## src/rtl/rv_core_pkg.sv

```systemverilog
// Shared core definitions: default register-file geometry, the address type,
// and the helper that decides whether an address names a writable register.
package rv_core_pkg;

  localparam int XLEN_DEF  = 32;
  localparam int NREGS_DEF = 32;

  typedef logic [$clog2(NREGS_DEF)-1:0] reg_addr_t;

  // True for x1..x(nregs-1); x0 and addresses past the file are never storage.
  function automatic logic addr_ok(input int unsigned a, input int unsigned nregs);
    return (a != 0) && (a < nregs);
  endfunction

endpackage

```

## src/rtl/rv_scoreboard.sv

```systemverilog
// Per-register pending-write scoreboard: issue sets a bit, writeback clears it
// (issue wins), plus the busy, WAW and sticky writeback-error indications.
module rv_scoreboard
  import rv_core_pkg::*;
#(
  parameter int NREGS  = NREGS_DEF,
  parameter int BYPASS = 1,
  parameter int AW     = (NREGS > 1) ? $clog2(NREGS) : 1
) (
  input  logic             clk,
  input  logic             rst,
  input  logic [AW-1:0]    rs1_addr_i,
  input  logic [AW-1:0]    rs2_addr_i,
  input  logic             iss_valid_i,
  input  logic [AW-1:0]    iss_rd_i,
  input  logic             wr_en_i,
  input  logic [AW-1:0]    rd_addr_i,
  output logic             rs1_busy_o,
  output logic             rs2_busy_o,
  output logic             iss_waw_o,
  output logic [NREGS-1:0] busy_vec_o,
  output logic             wb_err_o
);

  logic [NREGS-1:0] pending_q, pending_d;
  logic             err_q, err_d;
  logic             wr_ok;

  assign wr_ok = wr_en_i && addr_ok(32'(rd_addr_i), NREGS);

  always_comb begin
    pending_d = pending_q;
    for (int r = 1; r < NREGS; r++) begin
      if (iss_valid_i && (iss_rd_i == AW'(r))) begin
        pending_d[r] = 1'b1;
      end else if (wr_en_i && (rd_addr_i == AW'(r))) begin
        pending_d[r] = 1'b0;
      end
    end
    pending_d[0] = 1'b0;
  end

  always_comb begin
    err_d = err_q;
    if (wr_ok && !pending_q[rd_addr_i]) begin
      err_d = 1'b1;
    end
  end

  always_ff @(posedge clk) begin
    if (rst) begin
      pending_q <= '0;
      err_q     <= 1'b0;
    end else begin
      pending_q <= pending_d;
      err_q     <= err_d;
    end
  end

  // A same-cycle writeback hides the bit from readers only when it is forwarded.
  always_comb begin
    rs1_busy_o = 1'b0;
    if (addr_ok(32'(rs1_addr_i), NREGS)) begin
      rs1_busy_o = pending_q[rs1_addr_i] &&
                   !((BYPASS != 0) && wr_en_i && (rd_addr_i == rs1_addr_i));
    end
  end

  always_comb begin
    rs2_busy_o = 1'b0;
    if (addr_ok(32'(rs2_addr_i), NREGS)) begin
      rs2_busy_o = pending_q[rs2_addr_i] &&
                   !((BYPASS != 0) && wr_en_i && (rd_addr_i == rs2_addr_i));
    end
  end

  always_comb begin
    iss_waw_o = 1'b0;
    if (iss_valid_i && addr_ok(32'(iss_rd_i), NREGS)) begin
      iss_waw_o = pending_q[iss_rd_i] && !(wr_en_i && (rd_addr_i == iss_rd_i));
    end
  end

  assign busy_vec_o = pending_q;
  assign wb_err_o   = err_q;

endmodule

```

## src/rtl/rv_reg_file_sb.sv

```systemverilog
// Pipelined-core register file: two combinational read ports with optional
// writeback forwarding, one writeback port, and a pending-write scoreboard.
module rv_reg_file_sb
  import rv_core_pkg::*;
#(
  parameter int XLEN   = XLEN_DEF,
  parameter int NREGS  = NREGS_DEF,
  parameter int BYPASS = 1,
  localparam int AW    = (NREGS > 1) ? $clog2(NREGS) : 1
) (
  input  logic             clk,
  input  logic             rst,
  input  logic [AW-1:0]    rs1_addr_i,
  input  logic [AW-1:0]    rs2_addr_i,
  output logic [XLEN-1:0]  rs1_data_o,
  output logic [XLEN-1:0]  rs2_data_o,
  output logic             rs1_busy_o,
  output logic             rs2_busy_o,
  input  logic             iss_valid_i,
  input  logic [AW-1:0]    iss_rd_i,
  output logic             iss_waw_o,
  input  logic             wr_en_i,
  input  logic [AW-1:0]    rd_addr_i,
  input  logic [XLEN-1:0]  wr_data_i,
  output logic [NREGS-1:0] busy_vec_o,
  output logic             wb_err_o
);

  logic [XLEN-1:0] regs_q [NREGS];
  logic            wr_ok;

  assign wr_ok = wr_en_i && addr_ok(32'(rd_addr_i), NREGS);

  always_ff @(posedge clk) begin
    if (rst) begin
      for (int r = 0; r < NREGS; r++) begin
        regs_q[r] <= '0;
      end
    end else if (wr_ok) begin
      regs_q[rd_addr_i] <= wr_data_i;
    end
  end

  // Out-of-range and x0 reads return zero before any forwarding is considered.
  always_comb begin
    rs1_data_o = '0;
    if (addr_ok(32'(rs1_addr_i), NREGS)) begin
      rs1_data_o = regs_q[rs1_addr_i];
      if ((BYPASS != 0) && wr_en_i && (rd_addr_i == rs1_addr_i)) begin
        rs1_data_o = wr_data_i;
      end
    end
  end

  always_comb begin
    rs2_data_o = '0;
    if (addr_ok(32'(rs2_addr_i), NREGS)) begin
      rs2_data_o = regs_q[rs2_addr_i];
      if ((BYPASS != 0) && wr_en_i && (rd_addr_i == rs2_addr_i)) begin
        rs2_data_o = wr_data_i;
      end
    end
  end

  rv_scoreboard #(
    .NREGS  (NREGS),
    .BYPASS (BYPASS),
    .AW     (AW)
  ) u_sb (
    .clk         (clk),
    .rst         (rst),
    .rs1_addr_i  (rs1_addr_i),
    .rs2_addr_i  (rs2_addr_i),
    .iss_valid_i (iss_valid_i),
    .iss_rd_i    (iss_rd_i),
    .wr_en_i     (wr_en_i),
    .rd_addr_i   (rd_addr_i),
    .rs1_busy_o  (rs1_busy_o),
    .rs2_busy_o  (rs2_busy_o),
    .iss_waw_o   (iss_waw_o),
    .busy_vec_o  (busy_vec_o),
    .wb_err_o    (wb_err_o)
  );

endmodule
```

## config.mk

```make
export PLATFORM = sky130hd
export DESIGN_NAME = rv_reg_file_sb
export DESIGN_NICKNAME = d
export VERILOG_FILES = /design/src/rtl/rv_core_pkg.sv /design/src/rtl/rv_scoreboard.sv /design/src/rtl/rv_reg_file_sb.sv
export SDC_FILE = /design/constraint.sdc
export NUM_CORES = 2
export LEC_CHECK = 0
export BUFFER_PORTS_ARGS = -buffer_cell sky130_fd_sc_hd__buf_2
export CORE_UTILIZATION = 50
export DETAILED_ROUTE_END_ITERATION = 10
export PLACE_DENSITY = 0.76
export SYNTH_ARGS = -nofsm -noshare
export SYNTH_HDL_FRONTEND = slang
export SYNTH_SLANG_ARGS = --single-unit
```

## constraint.sdc

```tcl
create_clock -name clk -period 3.4 [get_ports clk]
set_input_delay 0.34 -clock clk [delete_from_list [all_inputs] [get_ports clk]]
set_output_delay 0.34 -clock clk [all_outputs]
set_load 0.03 [all_outputs]
```

# --- Word level (Yosys, flattened, before mapping) ---
# Memories as Yosys holds them, arrays and structs flattened.
# Cells that the tools add are included.
word_totals:
  regBits: 33
  latch_bits: 0
  ram_bits: 1024
  mem_bits_ro: 0
  in_bits: 56
  out_inout_bits: 100
  word_cells: 299
  n_memories: 1
mem_list:
  columns: ["name", "words", "word_bits", "rd", "rd_ports_with_merged_regs", "wr", "line_no", "rtl"]
  rows:
  - ["regs_q", 32, 32, 2, 0, 32, "rv_reg_file_sb.sv:29", "logic [XLEN-1:0] regs_q [NREGS];"]
classes:
  n_addsub: 0
  mul: 0
  n_div: 0
  magnitude_cmp: 4
  eq_ne: 65
  n_shift: 0
  mux: 85
  n_bitwise: 0
  n_reduce_logical: 111
op_table:
  columns: ["cell", "n"]
  rows:
  - ["5-bit == test, second input constant", 32]
  - ["32-bit two-way mux", 5]
  - ["5-bit by 4-bit == test with 1-bit output, second input constant", 16]
  - ["1-bit two-way mux", 75]
  - ["1-bit logical AND", 71]
  - ["2-bit nonzero test", 31]
  - ["5-bit by 3-bit == test with 1-bit output, second input constant", 8]
  - ["32-bit OR reduction", 1]
  - ["5-bit by 6-bit less-than comparator with 1-bit output, second input constant", 4]
  - ["1-bit binary-select mux with 5-bit select", 4]
  - ["5-bit by 2-bit == test with 1-bit output, second input constant", 4]
  - ["5-bit nonzero test", 4]
  - ["5-bit == test", 3]
  - ["5-bit by 1-bit == test with 1-bit output, second input constant", 2]
  - ["5-bit two-way mux", 1]
  - ["1-bit logical NOT", 4]

# --- Longest topological paths before layout ---
logic_depth:
  depth_word: 7
  depth_mapped: 10
  ltp_nobuf: 5

# --- Hierarchy ---
# From an unflattened synthesis, not the netlist that was laid out.
unflattened:
  cells_unflattened: 4037
  hier_area_um2: 57387.5
by_module_without_submodules:
  columns: ["mod", "n_inst", "cells_per_inst", "area_each_um2", "seq_area_each_um2"]
  rows:
  - ["rv_reg_file_sb", 1, 3740, 54723.7, 30749.5]
  - ["rv_scoreboard", 1, 297, 2663.8, 640.6]

# --- Least setup slack after synthesis ---
# Ideal clock, no wire load.
synth_path:
  path_type: "in2reg"
  from: "input rd_addr_i[0]"
  to: "memory regs_q[16][0] (netlist bit) (enable)"
  setup_ps: 430
  arrival_ps: 2342
  required_time_ps: 2970
  setup_slack_ps: 628
  cell_stages: 4
  path_buffers: 1
  path_cell_list: "buf_2 nor2_2 nand2_1 o21bai_1"
synth_lines:
  columns: ["element", "line_no", "rtl"]
  rows:
  - ["start, declared", "rv_reg_file_sb.sv:23", "input logic [AW-1:0] rd_addr_i,"]
  - ["end, declared", "rv_reg_file_sb.sv:29", null]

# --- Final worst setup path ---
layout_path:
  from: "input rs2_addr_i[0]"
  to: "output rs2_data_o[2]"
layout_between:
  elab_chain_len: 4
  elab_cells_between_ends: 6
  cone_classes: "eq/ne (1); mux (2); reduce/logical (2); memory (1)"
layout_lines:
  columns: ["element", "line_no", "rtl"]
  rows:
  - ["start, declared", "rv_reg_file_sb.sv:14", "input logic [AW-1:0] rs2_addr_i,"]
  - ["branches (longest 3 deep; another with memory read 32 x 32 bit)", null, null]
  - ["32-bit two-way mux *", "rv_reg_file_sb.sv:57", "if (addr_ok(32'(rs2_addr_i), NREGS)) begin"]
  - ["end, declared", "rv_reg_file_sb.sv:16", "output logic [XLEN-1:0] rs2_data_o,"]
# Every way passes the cells marked *.

==> impl_metrics.csv <==
group,metric,value,unit
placed_design,detailed_place_hpwl,118000,um
global_routing,met1_usage,42.1,%
sta,drv_slew,0,
logic_synthesis,synth_compound_area_share,5.27,%
drt,post-route-drc-count,0,
floorplan,fp.dieH,341,um
critical_path,required,3060,ps
drt,detail_route.wl_per_cell,35.7,um
clocking,clk_pin_slew_worst_paths,70,ps
clocking,clk-insertion-delay-late,720,ps
clocking,cts_hold_buffers,0,
logic_synthesis,dominant_combinational_cell_family_by_area_after_synthesis,"multiplexers",
placed_design,numPortBuffers,154,
logic_synthesis,synthArstFlopShare,0,%
sta,setup_violations,0,
clocking,cts_inserted_buffers,104,
logic_synthesis,synth_common_cells,"edfxtp_1 (1024), and2_1 (994), mux4_2 (492), clkbuf_1 (303), mux2i_1 (213)",
logic_synthesis,per_instance_average_area_after_synthesis,14.7,um^2
sta,worst_pin_slew,1040,ps
logic_synthesis,synth.yosys.seq_area_share,54.7,%
sta,period_share,97.3,%
placed_design,finalWeightedCongestion,0.945,
power,power_density,489,mW/mm^2
critical_path,critical-path-slowest-cell,"a221o_1",
finish,layout-drive-gt1-share,27.3,%
clocking,clock_path_buffers,3,
finish,nFillCells,8554,
logic_synthesis,synth_simple_gate_area_share,13.4,%
global_routing,grt_first_pass_wirelength,283000,um
sta,grt_setup_unrepaired,"false",
floorplan,start_util,50.7,%
critical_path,slowest_delay,520,ps
sta,clock_skew,39.5,ps
floorplan,core_area,0.113,mm^2
sta,maxClockFrequency,0.302,GHz
logic_synthesis,synthesized_area_fraction_occupied_by_adder_cells,0,%
critical_path,critical_path_peak_fanout,32,
sta,max_slew_margin,30.9,%
logic_synthesis,synthFlopType,"edfxtp_1",
clocking,buffers_inserted_during_post_cts_setup_optimization,0,
global_routing,globalRouteTotalUtil,34.3,%
logic_synthesis,synthDominantCellAreaShare,53.6,%
logic_synthesis,post-synth-top-count-cell,"edfxtp_1",
run_status,status,"finished clean",
drt,num_vias,39900,
logic_synthesis,synthXorXnorAreaFrac,0.229,%
logic_synthesis,syn-instance-count,3917,
clocking,numClockSinks,1056,
logic_synthesis,mappedNetlistArea,0.0574,mm^2
sta,fin_setup_tns,0,ps
floorplan,floorplan.io_pins,156,
critical_path,r2r.worst_path.cells,5,
drt,totalWireLength,201000,um
logic_synthesis,synth.distinct_cells,57,
job,max_cap_violations,0,
critical_path,cp-end-kind,"primary output",
critical_path,path_cells,"buf_8 > buf_12 > mux4_2 > mux2i_1 > a21oi_1 > a221o_1 > buf_2",
drt,detailed_router_iteration_count_before_antenna_repair,8,
global_routing,globalRouteOverflowTotal,0,
floorplan,rows,123,
power,cellLeakagePower,22.6,nW
finish,syn_to_final_growth,12.6,%
floorplan,die-area,0.116,mm^2
clocking,cts_resized,0,
drt,via_per_inst,7.10,
power,irDropWorstVdd,0.463,mV
sta,timing.final.crit_period,3310,ps
global_routing,grt_max_degree,67,
global_routing,groute.layer.met3.usage,11.4,%
clocking,cts_tree,"yes",
clocking,cts.htree.levels,3,
logic_synthesis,post-synth-top-area-cell,"edfxtp_1",
drt,drt_first_iter_violations,6934,
hold_path,hold_depth,3,
logic_synthesis,ys_ff_latch,1056,
logic_synthesis,synth_area_leaders,"edfxtp_1 (54%), mux4_2 (19%), and2_1 (11%)",
sta,worst_case_hold_slack,149,ps
critical_path,path_class,"primary input to primary output",
global_routing,antenna_found_initial,19,
global_routing,global_route.peak_usage_layer,"met2",
critical_path,critPathLaunchType,"primary input",
hold_path,min_path_type,"primary input to flop",
sta,finalHoldViolations,0,
logic_synthesis,count_of_flip_flops_with_a_built_in_enable_after_synthesis,1024,
global_routing,global_route.usage.met2,52.7,%
critical_path,critical_path_arrival,2970,ps
floorplan,die_width,341,um
drt,postRouteAntennaNets,0,
finish,layout.nets,4075,
logic_synthesis,ys.warnings.count,0,
logic_synthesis,synthMuxAreaShare,23.1,%
clocking,cts_root_buffer,"clkbuf_16",
global_routing,vias_in_the_first_global_route,38800,
routing by layer:
layer,vias to the layer above,routed length (um)
met5,-,81
met4,14,14200
met3,917,30200
met2,3707,91100
met1,20000,64900
li1,15300,-
cell usage in the layout, fill, tap and decap left out, types with 13 or more instances in the layout:
cell       instances
a211oi_1          44
a21oi_1           64
a221o_1           32
a221oi_1          47
a22oi_1           50
a32o_1            32
and2_1           994
buf_12            58
buf_2            146
buf_4            178
clkbuf_1          13
clkbuf_16        104
clkinv_1          25
clkinv_2          23
conb_1            33
dfxtp_1           32
edfxtp_1        1024
mux2i_1          213
mux4_2           492
nand2_1           54
nand3_1           17
nor2_1            46
nor2_4            32
nor2b_1           58
o21ai_0           51
o21bai_1          15
o22ai_1           64
or2_2             32
area by class of cell:
type | instances | area [um^2] | area share, %
Antenna cell | 12 | 30.0 | 0.0465
Sequential cell | 1056 | 31400 | 48.6
Timing Repair Buffer | 388 | 3310 | 5.13
Clock buffer | 119 | 2680 | 4.15
Clock inverter | 76 | 769 | 1.19
Multi-Input combinational cell | 2463 | 24500 | 38.0
Inverter | 6 | 22.5 | 0.0349
Tap cell | 1500 | 1880 | 2.90
per-stage QoR:
step                utilization, %  total power (W)  instances  setup slack (ps)  instance area [um^2]
floorplan                        -           0.0182       3949               628                 57500
global placement              54.0           0.0198       5413               197                 61100
detailed placement            54.0           0.0199       5413               204                 61100
CTS                           57.1           0.0314       5608               181                 64600
global route                  57.1           0.0322       5611              68.7                 64600
finish                        57.1           0.0316       5620              91.0                 64600
final timing paths:
path	slack, ps	from	to
worst min register to register	550	u_sb.busy_vec_o[15]	u_sb.busy_vec_o[15]
worst max register to register	1860	u_sb.busy_vec_o[5]	u_sb.wb_err_o
worst min-delay path	150	iss_rd_i[3]	u_sb.busy_vec_o[29]
worst max-delay path	90	rs2_addr_i[0]	rs2_data_o[2]
kinds of logic (layout without fill, tap and decap cells):
family                    after synthesis  after routing
and+or+nand+nor                      1282           1282
muxes                                 710            710
AOI/OAI and AO/OA                     423            423
xor gates and xnor gates               15             15
buffers and inverters                 430            589
other                                   1             45
DFF                                  1056           1056
power breakdown:
part	internal (W)	switching [W]
clock network	0.00659	0.00525
logic	0.00176	0.00264
registers	0.0150	0.000384
total	0.0233	0.00827
sequential cells by signal (all words and copies together), names as in the netlist:
register / flops
u_sb.busy_vec_o: 31
regs_q: 1024
u_sb.wb_err_o: 1
critical path, delay by kind of cell:
family                 cells  cell delay, ps
buffers and inverters      3             930
multiplexers               2             930
AO/OA/AOI/OAI              2             690
Power figures use the tool's default switching activity.
